`src/rtl/credit_tx.sv`:
```
// Upstream transmitter for the Avalon-ST credit link: forwards ready/valid beats
// one per held credit, tracks grants, and returns unused credits on idle or flush.
module credit_tx #(
  parameter int unsigned data_width    = 128,
  parameter int unsigned empty_width   = 4,
  parameter int unsigned channel_width = 10,
  parameter int unsigned credit_width  = 5,
  parameter int unsigned idle_timeout  = 64
) (
  input  logic                     clk,
  input  logic                     reset_n,
  input  logic [channel_width-1:0] avsi_channel,
  input  logic [data_width-1:0]    avsi_data,
  input  logic                     avsi_sop,
  input  logic                     avsi_eop,
  input  logic [empty_width-1:0]   avsi_empty,
  input  logic                     avsi_valid,
  output logic                     avsi_ready,
  output logic [channel_width-1:0] avso_channel,
  output logic [data_width-1:0]    avso_data,
  output logic                     avso_sop,
  output logic                     avso_eop,
  output logic [empty_width-1:0]   avso_empty,
  output logic                     avso_valid,
  input  logic                     update_credit,
  input  logic [credit_width-1:0]  credit,
  output logic                     return_credit,
  input  logic                     flush_req,
  output logic [credit_width:0]    credit_count,
  output logic                     credit_error
);

  localparam int unsigned CNT_W  = credit_width + 1;
  localparam int unsigned SUM_W  = credit_width + 2;
  localparam int unsigned IDLE_W = $clog2(idle_timeout + 2);
  localparam logic [SUM_W-1:0]  CNT_MAX  = SUM_W'(2 ** credit_width);
  localparam logic [IDLE_W-1:0] IDLE_SAT = IDLE_W'(idle_timeout);

  typedef enum logic [1:0] {
    ST_INIT,
    ST_ACTIVE,
    ST_RETURN
  } state_e;

  state_e                     state_q, state_d;
  logic [CNT_W-1:0]           count_q, count_d;
  logic [IDLE_W-1:0]          idle_q, idle_d;
  logic                       err_q, err_d;
  logic                       ret_q, ret_d;
  logic                       vld_q, vld_d;
  logic [channel_width-1:0]   chan_q;
  logic [data_width-1:0]      data_q;
  logic                       sop_q, eop_q;
  logic [empty_width-1:0]     empty_q;

  logic                       timeout_hit;
  logic                       ready_c;
  logic                       accept;
  logic                       ret_issue;
  logic [SUM_W-1:0]           sum;

  // Credit bookkeeping, state sequencing and idle tracking
  always_comb begin
    state_d     = state_q;
    count_d     = count_q;
    idle_d      = '0;
    err_d       = err_q;
    timeout_hit = (idle_timeout != 0) && (state_q == ST_ACTIVE) && (idle_q == IDLE_SAT);
    ready_c     = (state_q == ST_ACTIVE) && (count_q != '0) && !flush_req && !timeout_hit;
    accept      = avsi_valid && ready_c;
    ret_issue   = (state_q == ST_RETURN) && (count_q != '0);
    ret_d       = ret_issue;
    vld_d       = accept;

    // accept and ret_issue both require a nonzero count, so no underflow
    sum = SUM_W'(count_q) + (update_credit ? SUM_W'(credit) : '0)
        - SUM_W'(accept) - SUM_W'(ret_issue);
    if (sum > CNT_MAX) begin
      count_d = CNT_W'(CNT_MAX);
      err_d   = 1'b1;
    end else begin
      count_d = CNT_W'(sum);
    end

    case (state_q)
      ST_INIT: begin
        if (update_credit) state_d = ST_ACTIVE;
      end
      ST_ACTIVE: begin
        if ((count_q != '0) && (flush_req || timeout_hit)) state_d = ST_RETURN;
      end
      ST_RETURN: begin
        if ((count_q == '0) && (count_d == '0)) state_d = ST_ACTIVE;
      end
      default: state_d = ST_INIT;
    endcase

    if ((state_q == ST_ACTIVE) && (state_d == ST_ACTIVE) && !avsi_valid) begin
      idle_d = (idle_q == IDLE_SAT) ? idle_q : idle_q + IDLE_W'(1);
    end
  end

  always_ff @(posedge clk or negedge reset_n) begin
    if (!reset_n) begin
      state_q <= ST_INIT;
      count_q <= '0;
      idle_q  <= '0;
      err_q   <= 1'b0;
      ret_q   <= 1'b0;
      vld_q   <= 1'b0;
      chan_q  <= '0;
      data_q  <= '0;
      sop_q   <= 1'b0;
      eop_q   <= 1'b0;
      empty_q <= '0;
    end else begin
      state_q <= state_d;
      count_q <= count_d;
      idle_q  <= idle_d;
      err_q   <= err_d;
      ret_q   <= ret_d;
      vld_q   <= vld_d;
      if (accept) begin
        chan_q  <= avsi_channel;
        data_q  <= avsi_data;
        sop_q   <= avsi_sop;
        eop_q   <= avsi_eop;
        empty_q <= avsi_eop ? avsi_empty : '0;
      end
    end
  end

  assign avsi_ready    = ready_c;
  assign avso_channel  = chan_q;
  assign avso_data     = data_q;
  assign avso_sop      = sop_q;
  assign avso_eop      = eop_q;
  assign avso_empty    = empty_q;
  assign avso_valid    = vld_q;
  assign return_credit = ret_q;
  assign credit_count  = count_q;
  assign credit_error  = err_q;

endmodule
```
`config.mk`:
```
export PLATFORM = sky130hd
export DESIGN_NAME = credit_tx
export DESIGN_NICKNAME = d
export VERILOG_FILES = /design/src/rtl/credit_tx.sv
export SDC_FILE = /design/constraint.sdc
export NUM_CORES = 1
export LEC_CHECK = 0
export ABC_AREA = 0
export BUFFER_PORTS_ARGS = -buffer_cell sky130_fd_sc_hd__buf_2
export CORE_AREA = 2 2 119 121
export CTS_BUF_LIST = sky130_fd_sc_hd__clkbuf_4 sky130_fd_sc_hd__clkbuf_8 sky130_fd_sc_hd__clkbuf_16
export CTS_CLUSTER_DIAMETER = 30
export CTS_CLUSTER_SIZE = 40
export DETAILED_ROUTE_END_ITERATION = 16
export DIE_AREA = 0 0 121 123
export PLACE_DENSITY_LB_ADDON = 0.12
export SETUP_SLACK_MARGIN = 0.15
export SYNTH_ARGS = -nofsm -noshare
export SYNTH_HDL_FRONTEND = slang
export SYNTH_SLANG_ARGS = --single-unit
```
`constraint.sdc`:
```
create_clock -name clk -period 12 [get_ports clk]
set_input_delay 0.6 -clock clk [delete_from_list [all_inputs] [get_ports clk]]
set_output_delay 0.6 -clock clk [all_outputs]
set_load 0.02 [all_outputs]
```
## Yosys cells after proc, flatten, opt, wreduce, memory -nomap -nowiden

Index checks and enable logic that the tools add are counted.

- Add/sub/neg operators: 4
- Order comparisons: 1
- Equal/unequal tests: 5
- Muxes and demuxes: 9
- Reductions and logical operators: 18

Operators with widths:

| cell | number |
|---|---|
| $mux 7 | 2 |
| $sub 7x1->7 | 2 |
| $logic_not 6->1 | 2 |
| $logic_and 1x1->1 | 10 |
| $add 6x5->7 | 1 |
| $add 7x1->7 const B | 1 |
| $eq 7x7->1 const B | 1 |
| $gt 7x6->1 const B | 1 |
| $mux 2 | 3 |
| $mux 6 | 1 |
| $pmux 2 s3 | 1 |
| $reduce_bool 6->1 | 1 |
| $mux 5 | 1 |
| $eq 2x1->1 const B | 2 |
| $mux 4 | 1 |
| $logic_not 1->1 | 3 |
| $eq 2x2->1 const B | 1 |
| $logic_not 2->1 | 1 |
| $ne 2x2->1 const B | 1 |
| $logic_or 1x1->1 | 1 |

- Flip-flop bits (word level): 162
- Bits of input ports: 154
- Output and inout port bits: 154
- Word-level logic and storage cells: 48

## Logic depth before layout (Yosys ltp)

- Word-level depth: 17
- Depth in mapped cells: 21
- Gate-level depth less buffers: 18

## Worst setup path before layout

OpenSTA, ideal clock, no wires.

- Path kind: reg-to-reg
- From: reg count_q[2] (netlist: credit_count[2])
- To: reg state_q[0]
- Library setup time: 120 ps
- Arrival time: 4,605 ps
- Data required time: 11,880 ps
- Slack: 7,275 ps
- Stages on the path, launching flop included: 18
- Buffers on the path: 3
- Clock period less this slack: 4,725 ps
- Path through: dfrtp_1 > or4_4 > nor3_4 > and3b_1 > buf_6 > nand2_8 > buf_12 > buf_8 > inv_1 > fa_1 > inv_1 > fa_1 > ha_1 > a211oi_1 > nor2_1 > o311ai_0 > nor4_1 > o211a_1

- Longest elaborated chain between the ends: 13
- Elaborated cells on any way between the ends: 18
- Classes of those cells: 3 x add/sub; 1 x order compare; 4 x mux; 10 x reduce/logical

RTL lines:

| element | line | source |
|---|---|---|
| from (decl) | 46 | `logic [CNT_W-1:0] count_q, count_d;` |
| from (signal assigned) | 118 | `count_q <= count_d;` |
| $reduce_bool 6->1 * | 69 | `ready_c = (state_q == ST_ACTIVE) && (count_q != '0) && !flush_req && !timeout_hit;` |
| $logic_and 1x1->1 * (3 in series) | 69 |  |
| net avsi_ready | 18 | `output logic avsi_ready,` |
| $logic_and 1x1->1 * | 70 | `accept = avsi_valid && ready_c;` |
| net accept | 58 | `logic accept;` |
| $sub 7x1->7 * (2 in series) | 77 | `- SUM_W'(accept) - SUM_W'(ret_issue);` |
| $gt 7x6->1 | 78 | `if (sum > CNT_MAX) begin` |
| $mux 6 * | 78 |  |
| $logic_not 6->1 * | 93 | `if ((count_q == '0) && (count_d == '0)) state_d = ST_ACTIVE;` |
| $logic_and 1x1->1 * | 93 |  |
| $mux 2 * | 93 |  |
| $pmux 2 s3 * | 85 | `case (state_q)` |
| net state_d[0] | 45 | `state_e state_q, state_d;` |
| to (signal assigned) | 117 | `state_q <= state_d;` |
| to (decl) | 45 |  |

Mark *: on every way through the listed nets, which the timed path passes. The rest lies on a longest branch.
A chain may end at the register's enable or synchronous reset.

## Worst setup path in the final report

- From: reg count_q[5] (netlist: credit_count[5])
- To: reg state_q[0]

- Longest elaborated chain between the ends: 13
- Elaborated cells on any way between the ends: 18
- Classes of those cells: 3 x add/sub; 1 x order compare; 4 x mux; 10 x reduce/logical

RTL lines:

| element | line |
|---|---|
| $reduce_bool 6->1 * | 69 |
| $logic_and 1x1->1 * (3 in series) | 69 |
| $logic_and 1x1->1 * | 70 |
| net accept | 58 |
| $sub 7x1->7 * (2 in series) | 77 |
| $gt 7x6->1 | 78 |
| $mux 6 * | 78 |
| $logic_not 6->1 * | 93 |
| $logic_and 1x1->1 * | 93 |
| $mux 2 * | 93 |
| $pmux 2 s3 * | 85 |
| net state_d[0] | 45 |

Marked as above.

==> summary.txt <==
Yosys
  – Part of the Yosys area used for sequential elements: 0.607
  – Number of synthesized register bits: 162
  – Synth Instances: 450
  – EDFF count, synth: 0
  – Syn Area/Cell: 14.8 sq um
  – Synthesized area: 0.00668 sq mm
  – Most used DFF post-synth: dfrtp_1
  – FFs w/ async S/R, synth: 1.00
  – Synth Warn #: 0
  – Synth unique cells: 46
  – Post-synth net total: 619

Worst setup path
  – CP arrival: 6180 ps
  – Setup CP Type: reg -> reg
  – Crit start category: register
  – Cell Chain, Critical Path: or4_4 > nor3_4 > and3b_1 > nand2_8 > inv_1 > fa_1 > inv_1 > fa_1 > ha_1 > a211oi_1 > nor2_1 > o311ai_0 > nor4_1 > o211a_1
  – Slowest cell on the critical path: o311ai_0
  – Crit. End Element: register
  – Worst R2R Path Depth: 14
  – Top delay family on crit path: simple AND/OR/NAND/NOR gates
  – CP max stage delay: 910 ps
  – Crit-path max FO: 145
  – Reg2Reg Setup Slack: 6130 ps
  – Reg-to-Reg Start: credit_count[5]$_DFF_PN0_
  – Required time of the critical path: 12,310 ps
  – Crit path buf inv count: 2
  – Terminus of the critical flop-to-flop path: state_q[0]$_DFF_PN0_

Pwr
  – Logic pwr share: 0.424
  – Power, Total: 2.60 mW
  – Share of power burned in registers: 0.356
  – Psw: 989 uW
  – Clk network pwr share: 0.219
  – P_int: 1.61 mW
  – Pleak: 4.58 nW
  – Pwr dens: 291 mW/mm^2
  – Switching share of power: 0.381
  – Worst vdd ir: 0.163 mV

Detailed routing
  – WL per Instance: 16.4 microns
  – Vias per cell: 4.89
  – Initial DRC count: 259
  – DRT Pass-1 Iters: 4
  – Final WL: 15,700 microns
  – Residual DRC: 0
  – Vias: 4,658
  – Post-route ant nets: 0

Run
  – Max_cap viols: 0

Outcome
  – Outcome: completed

Clocking
  – CTS Buf Count: 17
  – Clock Tree Buf Depth: 2
  – Root Driver: clkbuf_16
  – Later-pin clock latency in the skew report: 420 ps
  – Gates resized, CTS repair: 0
  – H-tree levels: 4
  – Reg clk slew, reported paths: 60 ps
  – Num Clock Sinks: 162
  – TritonCTS clock tree: yes
  – Cts hold-fix bufs: 0
  – Setup Buffers After CTS: 0

Placed design
  – Post-DP HPWL: 11,700 microns
  – DP Area: 0.00829 sq mm
  – Routability cong.: 0.879
  – Pre-CTS WS: 6270 ps
  – Inst Count DP: 921
  – Buffers added on ports: 307

Timing
  – Relative slew slack: 0.255
  – Min Hold Slack: 227 ps
  – Tightest Pin Transition: 1120 ps
  – Worst setup margin: 6130 ps
  – Tcrit/Tclk final: 0.489
  – Max Slew Vio Count: 0
  – RSZ-0062 raised after global routing: false
  – Fin Setup TNS: 0 ps
  – Max Freq: 0.170 GHz
  – Hold Vio Cnt, Final: 0
  – Final setup fails: 0
  – Max Clock Skew: 5.89 ps
  – Post-layout min period: 5870 ps

Cells and area
  – Area delta synth->final: 33.6%
  – Finished Layout Cells: 953
  – Share of layout cells above drive strength 1: 0.573
  – # diodes: 0
  – Fin util: 0.656
  – Final instance area: 0.00892 sq mm
  – Fin nets: 929

Floorplan
  – Die area: 0.0149 sq mm
  – Initial core utilization: 0.491
  – Row cnt: 43
  – Die width: 121 microns
  – Die height: 123 microns
  – Core ar.: 0.0136 sq mm
  – I/O Pins: 308

Global routing
  – Initial antenna violation count: 0
  – Grt ovf: 0
  – Largest net degree at the start of global routing: 146
  – Total track usage: 0.208
  – First-pass GRT wire length: 23,500 microns
  – Vias in the first global route: 4,793

Hold path
  – Tightest Hold Check Type: in -> async
[power by group through the flow]
stage / sequential, mW / combinational [mW] / clock, mW
floorplan: 1.25 / 0.396 / 0
global placement: 0.919 / 1.09 / 0
detailed placement: 0.933 / 1.11 / 0
CTS: 0.926 / 1.12 / 0.580
global route: 0.957 / 1.18 / 0.607
finish: 0.925 / 1.10 / 0.569
[synthesized netlist by cell type (2+ instances only)]
cell type	instances	area [sq um]
dfrtp_1	162	4050
mux2_2	95	1070
mux2_1	45	507
inv_1	27	101
nor2_1	16	60.1
ha_1	12	150
nand2_1	10	37.5
buf_4	9	67.6
nor2b_1	6	37.5
nor3_1	6	30.0
buf_6	5	56.3
xnor2_1	5	43.8
a21oi_1	4	20.0
mux2i_1	4	40.0
o21ai_0	4	20.0
fa_1	3	60.1
a211oi_1	2	15.0
nand2b_1	2	12.5
nand3_1	2	10.0
o21a_1	2	15.0
or2_2	2	12.5
or3b_2	2	17.5
xor2_1	2	17.5
[sequential cells by signal (all words and copies together), names as in the netlist]
signal / count
credit_error: 1
avso_channel: 10
avso_data: 128
avso_sop: 1
avso_eop: 1
avso_valid: 1
state_q: 2
avso_empty: 4
credit_count: 6
return_credit: 1
idle_q: 7
[layout by cell type, fill, tap and decap left out, types with 4 or more instances in the layout]
cell,count
inv_1,27
dfrtp_1,162
a21oi_1,4
mux2i_1,4
buf_2,306
nor2_1,16
nor2b_1,6
clkbuf_8,5
nand2_1,10
mux2_2,95
xnor2_1,5
nor3_1,6
mux2_1,45
o21ai_0,4
clkbuf_16,17
ha_1,12
[layer usage]
metal  track usage  up-vias  part of all wire
met5             0        -                 0
li1              -     2184                 -
met2         0.368      203              0.52
met3        0.0738       32             0.087
met1         0.222     2239              0.37
met4        0.0967        0             0.029
[cells by family after synthesis]
| kind of cell | synth area share |
|---|---|
| DFF | 0.607 |
| xor gates and xnor gates | 0.00918 |
| muxes | 0.242 |
| adders and majority gates | 0.0315 |
| and+or+nand+nor | 0.0480 |
| buffers and inverters | 0.0395 |
| AOI/OAI and AO/OA | 0.0229 |
[how the worst max path moves through the flow]
stage                                    startpoint                   end  slack, ps  depth (start not counted)
after detailed placement  credit_count[5]$_DFF_PN0_  state_q[0]$_DFF_PN0_       6270                         14
after CTS                 credit_count[5]$_DFF_PN0_  state_q[0]$_DFF_PN0_       6240                         14
after global routing      credit_count[5]$_DFF_PN0_  state_q[0]$_DFF_PN0_       5820                         14
after global placement    credit_count[5]$_DFF_PN0_  state_q[0]$_DFF_PN0_       6570                         14
final                     credit_count[5]$_DFF_PN0_  state_q[0]$_DFF_PN0_       6130                         14
after floorplan           credit_count[2]$_DFF_PN0_  state_q[0]$_DFF_PN0_       7270                         17
[worst register-to-register path, delay by kind of cell, from the launching register on]
family,cells,cell delay (ps)
flip-flops,1,420
AO/OA/AOI/OAI,3,1570
adder cells (fa/ha/maj),3,1240
buffers and inverters,2,440
AND/OR/NAND/NOR,6,2110
[cell type report]
type	count	area [sq um]
timing repair buffer	308	1550
sequential	162	4050
multi-input combinational	244	2360
fill	1013	4690
clock inverter	8	124
tap	180	225
inverter	27	101
clock buffer	24	509
Note: power is estimated with default switching activity, not from simulation.
